<file path="src/rtl/reemashivva_fifo_pkg.sv">
// Shared constants and helpers for the rate-matching FIFO.
package reemashivva_fifo_pkg;

   localparam int W_PERIOD = 2;
   localparam int R_PERIOD = 4;

   // Pointer carries one extra wrap bit above the address.
   function automatic int ptr_w(input int depth);
      return $clog2(depth) + 1;
   endfunction

endpackage

</file>
<file path="src/rtl/reemashivva_fifo_if.sv">
// Producer/consumer bundle for the rate-matching FIFO.
interface reemashivva_fifo_if #(
   parameter int WIDTH = 4
);

   logic             wr_rq;
   logic             rd_rq;
   logic [WIDTH-1:0] wdata;
   logic [WIDTH-1:0] rdata;
   logic             full;
   logic             empty;

   modport master (
      output wr_rq, rd_rq, wdata,
      input  rdata, full, empty
   );

   modport slave (
      input  wr_rq, rd_rq, wdata,
      output rdata, full, empty
   );

endinterface

</file>
<file path="src/rtl/reemashivva_fifo_rate_divider.sv">
// Free-running counter that decodes write and read enable ticks.
module fifo_rate_divider
   import reemashivva_fifo_pkg::*;
(
   input  logic clk,
   input  logic rst_n,
   output logic w_tick_o,
   output logic r_tick_o
);

   localparam int CW = $clog2(R_PERIOD);
   localparam int WW = $clog2(W_PERIOD);

   logic [CW-1:0] cnt_q;
   logic [CW-1:0] cnt_d;

   always_comb begin
      cnt_d = cnt_q + CW'(1);
   end

   always_ff @(posedge clk or negedge rst_n) begin
      if (!rst_n) begin
         cnt_q <= '0;
      end else begin
         cnt_q <= cnt_d;
      end
   end

   // Ticks fire on the last count of each period.
   assign w_tick_o = &cnt_q[WW-1:0];
   assign r_tick_o = &cnt_q;

endmodule

</file>
<file path="src/rtl/reemashivva_fifo.sv">
// Synchronous FIFO with divided write/read rates on one clock.
module reemashivva_fifo
   import reemashivva_fifo_pkg::*;
#(
   parameter int WIDTH = 4,
   parameter int DEPTH = 8
) (
   input  logic               clk,
   input  logic               rst_n,
   reemashivva_fifo_if.slave  bus
);

   localparam int PW = ptr_w(DEPTH);
   localparam int AW = PW - 1;

   logic             w_tick;
   logic             r_tick;
   logic [PW-1:0]    wptr_q, wptr_d;
   logic [PW-1:0]    rptr_q, rptr_d;
   logic [WIDTH-1:0] rdata_q, rdata_d;
   logic [WIDTH-1:0] mem_q [DEPTH];
   logic             full_w;
   logic             empty_w;
   logic             wr_acc;
   logic             rd_acc;

   fifo_rate_divider u_div (
      .clk      (clk),
      .rst_n    (rst_n),
      .w_tick_o (w_tick),
      .r_tick_o (r_tick)
   );

   assign empty_w = (wptr_q == rptr_q);
   assign full_w  = (wptr_q[AW-1:0] == rptr_q[AW-1:0])
                 && (wptr_q[AW] != rptr_q[AW]);

   // Flags come from pre-edge pointers: no fall-through, no write-through.
   assign wr_acc = w_tick & bus.wr_rq & ~full_w;
   assign rd_acc = r_tick & bus.rd_rq & ~empty_w;

   always_comb begin
      wptr_d  = wptr_q;
      rptr_d  = rptr_q;
      rdata_d = rdata_q;
      if (wr_acc) begin
         wptr_d = wptr_q + PW'(1);
      end
      if (rd_acc) begin
         rptr_d  = rptr_q + PW'(1);
         rdata_d = mem_q[rptr_q[AW-1:0]];
      end
   end

   always_ff @(posedge clk or negedge rst_n) begin
      if (!rst_n) begin
         wptr_q  <= '0;
         rptr_q  <= '0;
         rdata_q <= '0;
      end else begin
         wptr_q  <= wptr_d;
         rptr_q  <= rptr_d;
         rdata_q <= rdata_d;
      end
   end

   always_ff @(posedge clk) begin
      if (wr_acc) begin
         mem_q[wptr_q[AW-1:0]] <= bus.wdata;
      end
   end

   assign bus.rdata = rdata_q;
   assign bus.full  = full_w;
   assign bus.empty = empty_w;

endmodule

</file>
<file path="src/flat_wrapper.sv">
// flat-port wrapper written by rule: the top's interface ports become plain ports
module reemashivva_fifo_flat import reemashivva_fifo_pkg::*;
#(
   parameter int WIDTH = 4,
   parameter int DEPTH = 8
)
  (clk, rst_n, bus_wr_rq, bus_rd_rq, bus_wdata, bus_rdata, bus_full, bus_empty);
  reemashivva_fifo_if #(.WIDTH(WIDTH)) bus_i ();
  input  logic clk;
  input  logic rst_n;
  input wire logic [$bits(bus_i.wr_rq)-1:0] bus_wr_rq;
  input wire logic [$bits(bus_i.rd_rq)-1:0] bus_rd_rq;
  input wire logic [$bits(bus_i.wdata)-1:0] bus_wdata;
  output wire logic [$bits(bus_i.rdata)-1:0] bus_rdata;
  output wire logic [$bits(bus_i.full)-1:0] bus_full;
  output wire logic [$bits(bus_i.empty)-1:0] bus_empty;
  assign bus_i.wr_rq = bus_wr_rq;
  assign bus_i.rd_rq = bus_rd_rq;
  assign bus_i.wdata = bus_wdata;
  assign bus_rdata = bus_i.rdata;
  assign bus_full = bus_i.full;
  assign bus_empty = bus_i.empty;
  reemashivva_fifo #(.WIDTH(WIDTH), .DEPTH(DEPTH)) u_core (.clk(clk), .rst_n(rst_n), .bus(bus_i));
endmodule
</file>
<file path="config.mk">
export PLATFORM = sky130hd
export DESIGN_NAME = reemashivva_fifo_flat
export DESIGN_NICKNAME = d
export VERILOG_FILES = /design/src/rtl/reemashivva_fifo_pkg.sv /design/src/rtl/reemashivva_fifo_if.sv /design/src/rtl/reemashivva_fifo_rate_divider.sv /design/src/rtl/reemashivva_fifo.sv /design/src/flat_wrapper.sv
export SDC_FILE = /design/constraint.sdc
export NUM_CORES = 1
export LEC_CHECK = 0
export CORE_MARGIN = 2
export CORE_UTILIZATION = 25
export DETAILED_ROUTE_END_ITERATION = 10
export GPL_ROUTABILITY_DRIVEN = 0
export PLACE_DENSITY = 0.42
export SLEW_MARGIN = 20
export SYNTH_ARGS = -nofsm -noshare
export SYNTH_HDL_FRONTEND = slang
export SYNTH_SLANG_ARGS = --single-unit
</file>
<file path="constraint.sdc">
create_clock -name clk -period 2.6 [get_ports clk]
set_input_delay 0.52 -clock clk [delete_from_list [all_inputs] [get_ports clk]]
set_output_delay 0.52 -clock clk [all_outputs]
set_load 0.1 [all_outputs]
</file>
Word level (Yosys, flattened, before mapping)
Memory sizes are Yosys's and may differ from the RTL's. A register that Yosys moved wholly into a read port is not among the register bits. Index checks and enable logic that the tools add are counted.

$add $sub $neg: 3. Equal/unequal tests: 3. Multiplexer cells: 2. Bitwise operators: 6. Reduce and logical (&&, ||, !) cells: 3.

Operators with widths (number): adder 4 x 1 -> 4 bit (second input constant) (2); AND 1 bit (4); == test 4 bit (1); == test 3 bit (1); adder 2 x 1 -> 2 bit (second input constant) (1); 2-to-1 mux 1 bit (2); inverter 1 bit (2); AND reduction 2 bit (1); logical AND 1 bit (1); zero test 1 bit (1); inequality test 1 bit (1).

Register bits after elaboration: 10. RAM bits: 32. Input bits: 8. Output and inout bits: 6. Logic and storage cells: 21. Memories: 1.

Memory list: u_core.mem_q (depth 8, bits a word 4, read ports 1, clocked after Yosys merged registers in 1, write ports 1, line reemashivva_fifo.sv:21) `logic [WIDTH-1:0] mem_q [DEPTH];`.

Depth between registers and ports, before layout
Gate-level depths: netlist of run 1.

Depth after elaboration: 6. Mapped depth: 6. Mapped depth without buffers: 5.

Modules after synthesis
Synthesis of run 1 repeated with hierarchy kept, for this count alone.

Cells, all modules: 115. Area total of the unflattened synthesis: 1968.1 um^2.

Modules (own cells, without submodules): reemashivva_fifo (times used 1, cells each 111, area an instance 1901.8 um^2, seq. area each 1261.2 um^2); fifo_rate_divider (times used 1, cells each 4, area an instance 66.3 um^2, seq. area each 50.0 um^2).

Worst setup path before layout of run 1
No wires, ideal clock.

Kind: reg2out. Start point: register u_core.rptr_q[2]. End point: output bus_empty. Arrival time: 2.894 ns. Data required time: 2.080 ns. Path slack: -0.814 ns. Cell stages (with the launch flop): 5. Path buffers: 1. Path through: dfrtp_1 -> buf_4 -> xnor2_2 -> nand2_1 -> nor3_1.

Cells in the longest elaborated chain, start to end: 1.

RTL lines: start, declared (line reemashivva_fifo.sv:19) `logic [PW-1:0] rptr_q, rptr_d;`; start signal, assigned (line reemashivva_fifo.sv:62) `rptr_q <= rptr_d;`; == test 4 bit (line reemashivva_fifo.sv:34) `assign empty_w = (wptr_q == rptr_q);`; end, declared (line flat_wrapper.sv:16) `output wire logic [$bits(bus_i.empty)-1:0] bus_empty;`.

No other way between the ends.

Worst setup path after layout of run 1
Same ends and word-level chain as after synthesis.

==> results of run 1 <==
[cells by family (layout without fill, tap and decap cells)]
| group | count (synthesis) | in the layout | synth area share |
|---|---|---|---|
| xor+xnor | 12 | 12 | 0.0656 |
| simple gates | 25 | 25 | 0.0598 |
| compound gates | 6 | 6 | 0.0328 |
| flops | 46 | 46 | 0.674 |
| fa+ha+maj | 3 | 3 | 0.0193 |
| buf+inv | 8 | 26 | 0.0238 |
| mux | 14 | 14 | 0.125 |
[registers in the layout, indices dropped and copies added (netlist names)]
register and cells:
u_core.u_div.cnt_q 2, u_core.bus.rdata 4, u_core.wptr_q 4, u_core.rptr_q 4
u_core.mem_q 32
[final cells by class]
class                           count  area (um2)
Clock buffer                        6        72.6
Clock inverter                      2        13.8
Fill cell                         742        5360
Inverter                            2        7.51
Multi-Input combinational cell     60         588
Sequential cell                    46        1310
Tap cell                          102         128
Timing Repair Buffer               16         163
[power groups by stage]
stage	combinational, uW	sequential (uW)	clock [uW]
2_1_floorplan	778	1220	0
3_3_place_gp	1180	1080	0
3_5_place_dp	1200	1080	0
4_1_cts	1200	1070	440
5_1_grt	1270	1090	473
6_report	1180	1060	424
[cells in the mapped netlist]
master    number
nor2_1         9
mux2_2         2
a41oi_2        1
nand2_2        1
xnor2_2        3
a21oi_1        4
nand2b_1       2
xor2_1         4
buf_1          1
a41oi_4        1
dfrtp_1       14
nand2_1        6
ha_1           3
mux2i_1        4
inv_1          2
edfxtp_1      32
buf_4          4
clkbuf_2       1
mux4_2         8
nand4_1        2
nand2b_2       1
xnor2_1        5
nor3_1         4
[worst max-delay path: cells and delay by family (launching register included)]
kind | cells | cell delay [ns]
xor gates and xnor gates | 1 | 0.33
and+or+nand+nor | 2 | 0.41
buffers and inverters | 1 | 0.22
DFF | 1 | 0.52
[layer usage]
metal  vias up  wire (um)
li1        456          -
met2        26       1680
met4         0         42
met3         4        148
met1       477       1520
met5         -          0
[through the flow]
stage	util	setup WS [ns]	total power [uW]
2_1_floorplan	-	-0.814	2000
3_3_place_gp	0.287	0.326	2250
3_5_place_dp	0.287	0.263	2280
4_1_cts	0.299	0.257	2710
5_1_grt	0.299	0.158	2830
6_report	0.299	0.304	2670
[path summary, 6_finish.rpt]
| path | cells past startpoint | slack (ns) | start | end |
|---|---|---|---|---|
| worst max register to register | 4 | 0.53 | u_core.wptr_q[0]$_DFFE_PN0P_ | u_core.mem_q[4][0]$_DFFE_PP_ |
| worst max-delay path | 4 | 0.30 | u_core.rptr_q[2]$_DFFE_PN0P_ | bus_empty |
| max in group asynchronous | 1 | 1.57 | rst_n | u_core.rptr_q[0]$_DFFE_PN0P_ |
| worst min-delay path | 1 | 0.46 | u_core.u_div.cnt_q[0]$_DFF_PN0_ | u_core.u_div.cnt_q[0]$_DFF_PN0_ |
| worst min register to register | 1 | 0.46 | u_core.u_div.cnt_q[0]$_DFF_PN0_ | u_core.u_div.cnt_q[0]$_DFF_PN0_ |
| min in group asynchronous | 1 | 0.62 | rst_n | u_core.u_div.cnt_q[1]$_DFF_PN0_ |
==> results.md, run 1 <==
- Clock latency at the later pin of the worst-skew pair: 0.29 ns
- Headroom to the max-slew limit: 0.572
- CTS tree: built
- I/O Buffers: 13
- Clock sinks: 46
- Comb power frac: 0.443
- Clk slew on worst S/H paths: 0.08 ns
- Setup Buffers After CTS: 0
- CP startpoint kind: register
- Most frequent cells in the layout: 32 x edfxtp_1, 14 x dfrtp_1, 9 x nor2_1
- Fmax: 0.436 GHz
- CP max-delay cell: dfrtp_1
- Slowest stage delay, CP: 0.52 ns
- Vias per cell: 4.12
- Drt first pass iters: 5
- Net switching power: 1120 uW
- Commonest non-fill, non-tap cell in the layout: edfxtp_1
- Vias in the first global route: 1019
- Syn_area_per_cell: 17.1 um2
- Synth warn: 0
- Post-Place Cells: 226
- Post-CTS resize count: 0
- Worst setup EP type: primary output
- WP data required: 2.08 ns
- Yosys reg bits: 46
- Int Pwr: 1540 uW
- Slew @ Worst Pin: 0.640 ns
- H-tree levels: 2
- M2 GR Usage: 0.142
- GRT Total Usage: 0.0895
- Layout area overhead: 17.4%
- Grt total ovfl: 0
- Cell area power density: 1170 mW/mm2
- Crit Path Max Fanout: 7
- Setup TNS Final: 0 ns
- Ports: 14
- Leak: 0.000804 uW
- Die H: 92.2 um
- Largest net degree at the start of global routing: 15
- Maxcap violations: 0
- Fin nets: 142
- Count of final setup violators: 0
- Fin crit share: 0.883
- Placed inst area: 0.00220 mm2
- Diode count: 0
- Post-synthesis cell area: 0.00195 mm2
- Synth unique cells: 23
- Post-Layout Cell Count: 234
- Worst vdd ir: 228 uV
- Post-route ant nets: 0
- Total Routed Length: 3.39 mm
- Core Area: 0.00765 mm2
- Drt initial violations: 96
- Max Root-Sink Buffers: 2
- Die X: 92.2 um
- Max Slew Vio Count: 0
- Fin crit period: 2.30 ns
- Clock power frac: 0.159
- Layout cells sized above 1: 0.250
- Min-Delay Path Class: reg2reg
- DRC errors left: 0
- Worst Skew: 0.00776 ns
- Die ar.: 0.00850 mm2
- Status: finished, final reports clean
- First-pass GRT wire length: 5.60 mm
- CTS root buf: clkbuf_8
- GR Layer Usage met1: 0.115
- Starting Density: 0.254
- Synth area leaders: edfxtp_1 49%, dfrtp_1 18%, mux4_2 9.3%
- Net Sw Frac: 0.422
- Post-synth net total: 125
- Syn Inst Count: 114
- CP arrival: 1.78 ns
- Gr busiest metal: met2
- Final hold vios: 0
- Sequential power share: 0.398
- Sequential fraction of the synthesis area: 0.674
- Final instance area: 0.00228 mm2
- Num CTS Buffers: 5
- Post-DP HPWL: 2.53 mm
- Fin Hold WS: 0.462 ns
- Cell taking the most area after synthesis: edfxtp_1
- CTS Hold Buffers Added: 0
- Yosys top cell area share: 0.494
- RSZ-0062 raised after global routing: false
- Initial antenna violation count: 0
- WL per Instance: 14.5 um
- Met3 Resource Use GR: 0.0279
- Via count: 963
- FP Rows: 32
- WS Path Type: reg2out
- Worst-path cell chain: xnor2_2, nand2_1, nor3_1, buf_12
Power figures use the tool's default switching activity.
==> run 2, diff against run 1 <==
CELL_PAD_IN_SITES_DETAIL_PLACEMENT = 1   (was default)
CELL_PAD_IN_SITES_GLOBAL_PLACEMENT = 1   (was default)
PLACE_DENSITY = 0.48   (was 0.42)
clock period = 2.1 ns   (was 2.6 ns; I/O delays follow)
==> run 2 against run 1 <==
Effect of this change: sequential power up 17%; clock power grew 31%; total power increased by 29%; utilization is 0.90 points higher; wire length rose by 7.9%; flip-flop and latch count unchanged; first-iteration DRC count is 52% lower; non-clock buffer count grew 7; cell count grew 3.0%; design area rose by 3.0%; die area did not move; critical endpoint is now bus_full; highest routed layer unchanged.
==> results.md, run 2 (synthesized netlist as in run 1, its figures left out) <==
- Worst setup EP type: primary output
- Reg2reg setup slack: 0.28 ns
- Post-CTS resize count: 0
- Met3 Wirelength: 109 um
- Count of final setup violators: 0
- Die X: 92.2 um
- Met2 routed WL: 1.70 mm
- Total Routed Length: 3.65 mm
- Max Root-Sink Buffers: 2
- Num CTS Buffers: 5
- WP data required: 1.68 ns
- Fin nets: 149
- Clock power frac: 0.162
- Comb power frac: 0.476
- CP Launch Point: u_core.rptr_q[1]$_DFFE_PN0P_
- Clock latency at the later pin of the worst-skew pair: 0.30 ns
- DRT met1 WL: 1.78 mm
- Worst Skew: 0.00632 ns
- CTS tree: built
- Hold Startpoint: u_core.u_div.cnt_q[0]$_DFF_PN0_
- WL per Instance: 15.1 um
- R2r startpoint: u_core.wptr_q[2]$_DFFE_PN0P_
- Largest net degree at the start of global routing: 17
- Most frequent cells in the layout: 32 x edfxtp_1, 14 x buf_4, 14 x dfrtp_1
- Die H: 92.2 um
- RSZ-0062 raised after global routing: false
- Die ar.: 0.00850 mm2
- Core Area: 0.00765 mm2
- Min-Delay Path Class: reg2reg
- FP Rows: 32
- Uppermost routed layer: met4
- Tot Pwr: 3440 uW
- CP arrival: 1.56 ns
- Worst-path cell chain: xnor2_2, nand2_1, nor3_2, buf_12
- Cell area power density: 1460 mW/mm2
- Reg-to-Reg End: u_core.mem_q[1][3]$_DFFE_PP_
- Via count: 982
- CP startpoint kind: register
- DRC errors left: 0
- Slowest stage delay, CP: 0.42 ns
- Vias in the first global route: 1089
- H-tree levels: 2
- Status: finished, final reports clean
- Setup Buffers After CTS: 0
- Post-route ant nets: 0
- Layout area overhead: 20.9%
- Initial antenna violation count: 0
- Int Pwr: 2000 uW
- Hold path endpoint: u_core.u_div.cnt_q[0]$_DFF_PN0_
- Max reg flops: 32
- Net switching power: 1440 uW
- Sequential power share: 0.362
- I/O Buffers: 13
- WS Path Type: reg2out
- WP buf/inv: 1
- CTS Hold Buffers Added: 0
- Post-DP HPWL: 2.74 mm
- Layout cells sized above 1: 0.309
- Fin crit share: 0.944
- Fill count: 809
- Grt total ovfl: 0
- Leak: 0.000837 uW
- Fin crit period: 1.98 ns
- First-pass GRT wire length: 6.15 mm
- Hold Path Depth: 1
- Drt first pass iters: 4
- Number of cells on the worst reg-to-reg path: 5
- GRT Total Usage: 0.0980
- Clk slew on worst S/H paths: 0.09 ns
- Final hold vios: 0
- Commonest non-fill, non-tap cell in the layout: edfxtp_1
- Final WS setup: 0.117 ns
- Diode count: 0
- Headroom to the max-slew limit: 0.574
- Crit-path leading delay family: flip-flops
- Drt initial violations: 46
- Max Slew Vio Count: 0
- Clock sinks: 46
- Maxcap violations: 0
- Worst vdd ir: 358 uV
- Starting Density: 0.254
- Net Sw Frac: 0.420
- CP max-delay cell: dfrtp_1
- Dpl ws: 0.0770 ns
- Slew @ Worst Pin: 0.637 ns
- CTS root buf: clkbuf_8
- Crit Path Max Fanout: 3
- Ports: 14
- Fmax: 0.504 GHz
- Vias per cell: 4.07
[run 2: cell count changes in the layout (fill, tap and decap cells not counted), sizes merged]
cell	previous run	this run
clkinvlp	0	2
inv	2	3
clkinv	2	0
clkbuf	6	5
buf	9	16
[run 2: per-layer routing]
metal	vias to the layer above	GRT usage
li1	468	-
met1	494	0.133
met2	15	0.150
met3	5	0.0230
met4	0	0.0410
met5	-	0
[run 2: area by class of cell]
cell class,instances,area [um2],share of cell area
well taps,102,128,0.0543
inverters,2,7.51,0.00319
clock inverters,3,23.8,0.0101
clock buffers,5,68.8,0.0293
repair buffers,23,215,0.0915
flip-flops and latches,46,1310,0.557
multi-input cells,60,598,0.254
[run 2: stage by stage]
stage / hold slack (ns) / cell area [um2] / utilization / TNS [ns] / std cells
after global routing: 0.516 / 2350 / 0.308 / 0 / 241
after CTS: 0.479 / 2340 / 0.307 / 0 / 240
after global placement: 0.450 / 2250 / 0.295 / 0 / 232
final: 0.472 / 2350 / 0.308 / 0 / 241
after detailed placement: 0.466 / 2250 / 0.295 / 0 / 232
after floorplan: 0.124 / 1960 / - / -0.764 / 114
[run 2: how the worst max path moves through the flow]
stage	end	slack, ns	depth (start not counted)
2_1_floorplan	bus_empty	-0.38	4
3_3_place_gp	u_core.mem_q[5][3]$_DFFE_PP_	0.08	5
3_5_place_dp	u_core.mem_q[1][3]$_DFFE_PP_	0.08	5
4_1_cts	bus_full	0.06	4
5_1_grt	bus_full	0.007	4
6_report	bus_full	0.12	4
[run 2: power by group through the flow]
| stage | Clock, uW | Combinational [uW] | Sequential [uW] |
|---|---|---|---|
| 4_1_cts | 574 | 1640 | 1250 |
| 3_3_place_gp | 0 | 1620 | 1260 |
| 6_report | 557 | 1640 | 1240 |
| 5_1_grt | 617 | 1770 | 1270 |
| 3_5_place_dp | 0 | 1630 | 1270 |
| 2_1_floorplan | 0 | 987 | 1510 |
==> run 3, diff against run 2 <==
CTS_CLUSTER_DIAMETER = 80   (was default)
==> results of run 3 <==
No change in the layout: final DEF, timing and power equal those of run 2.
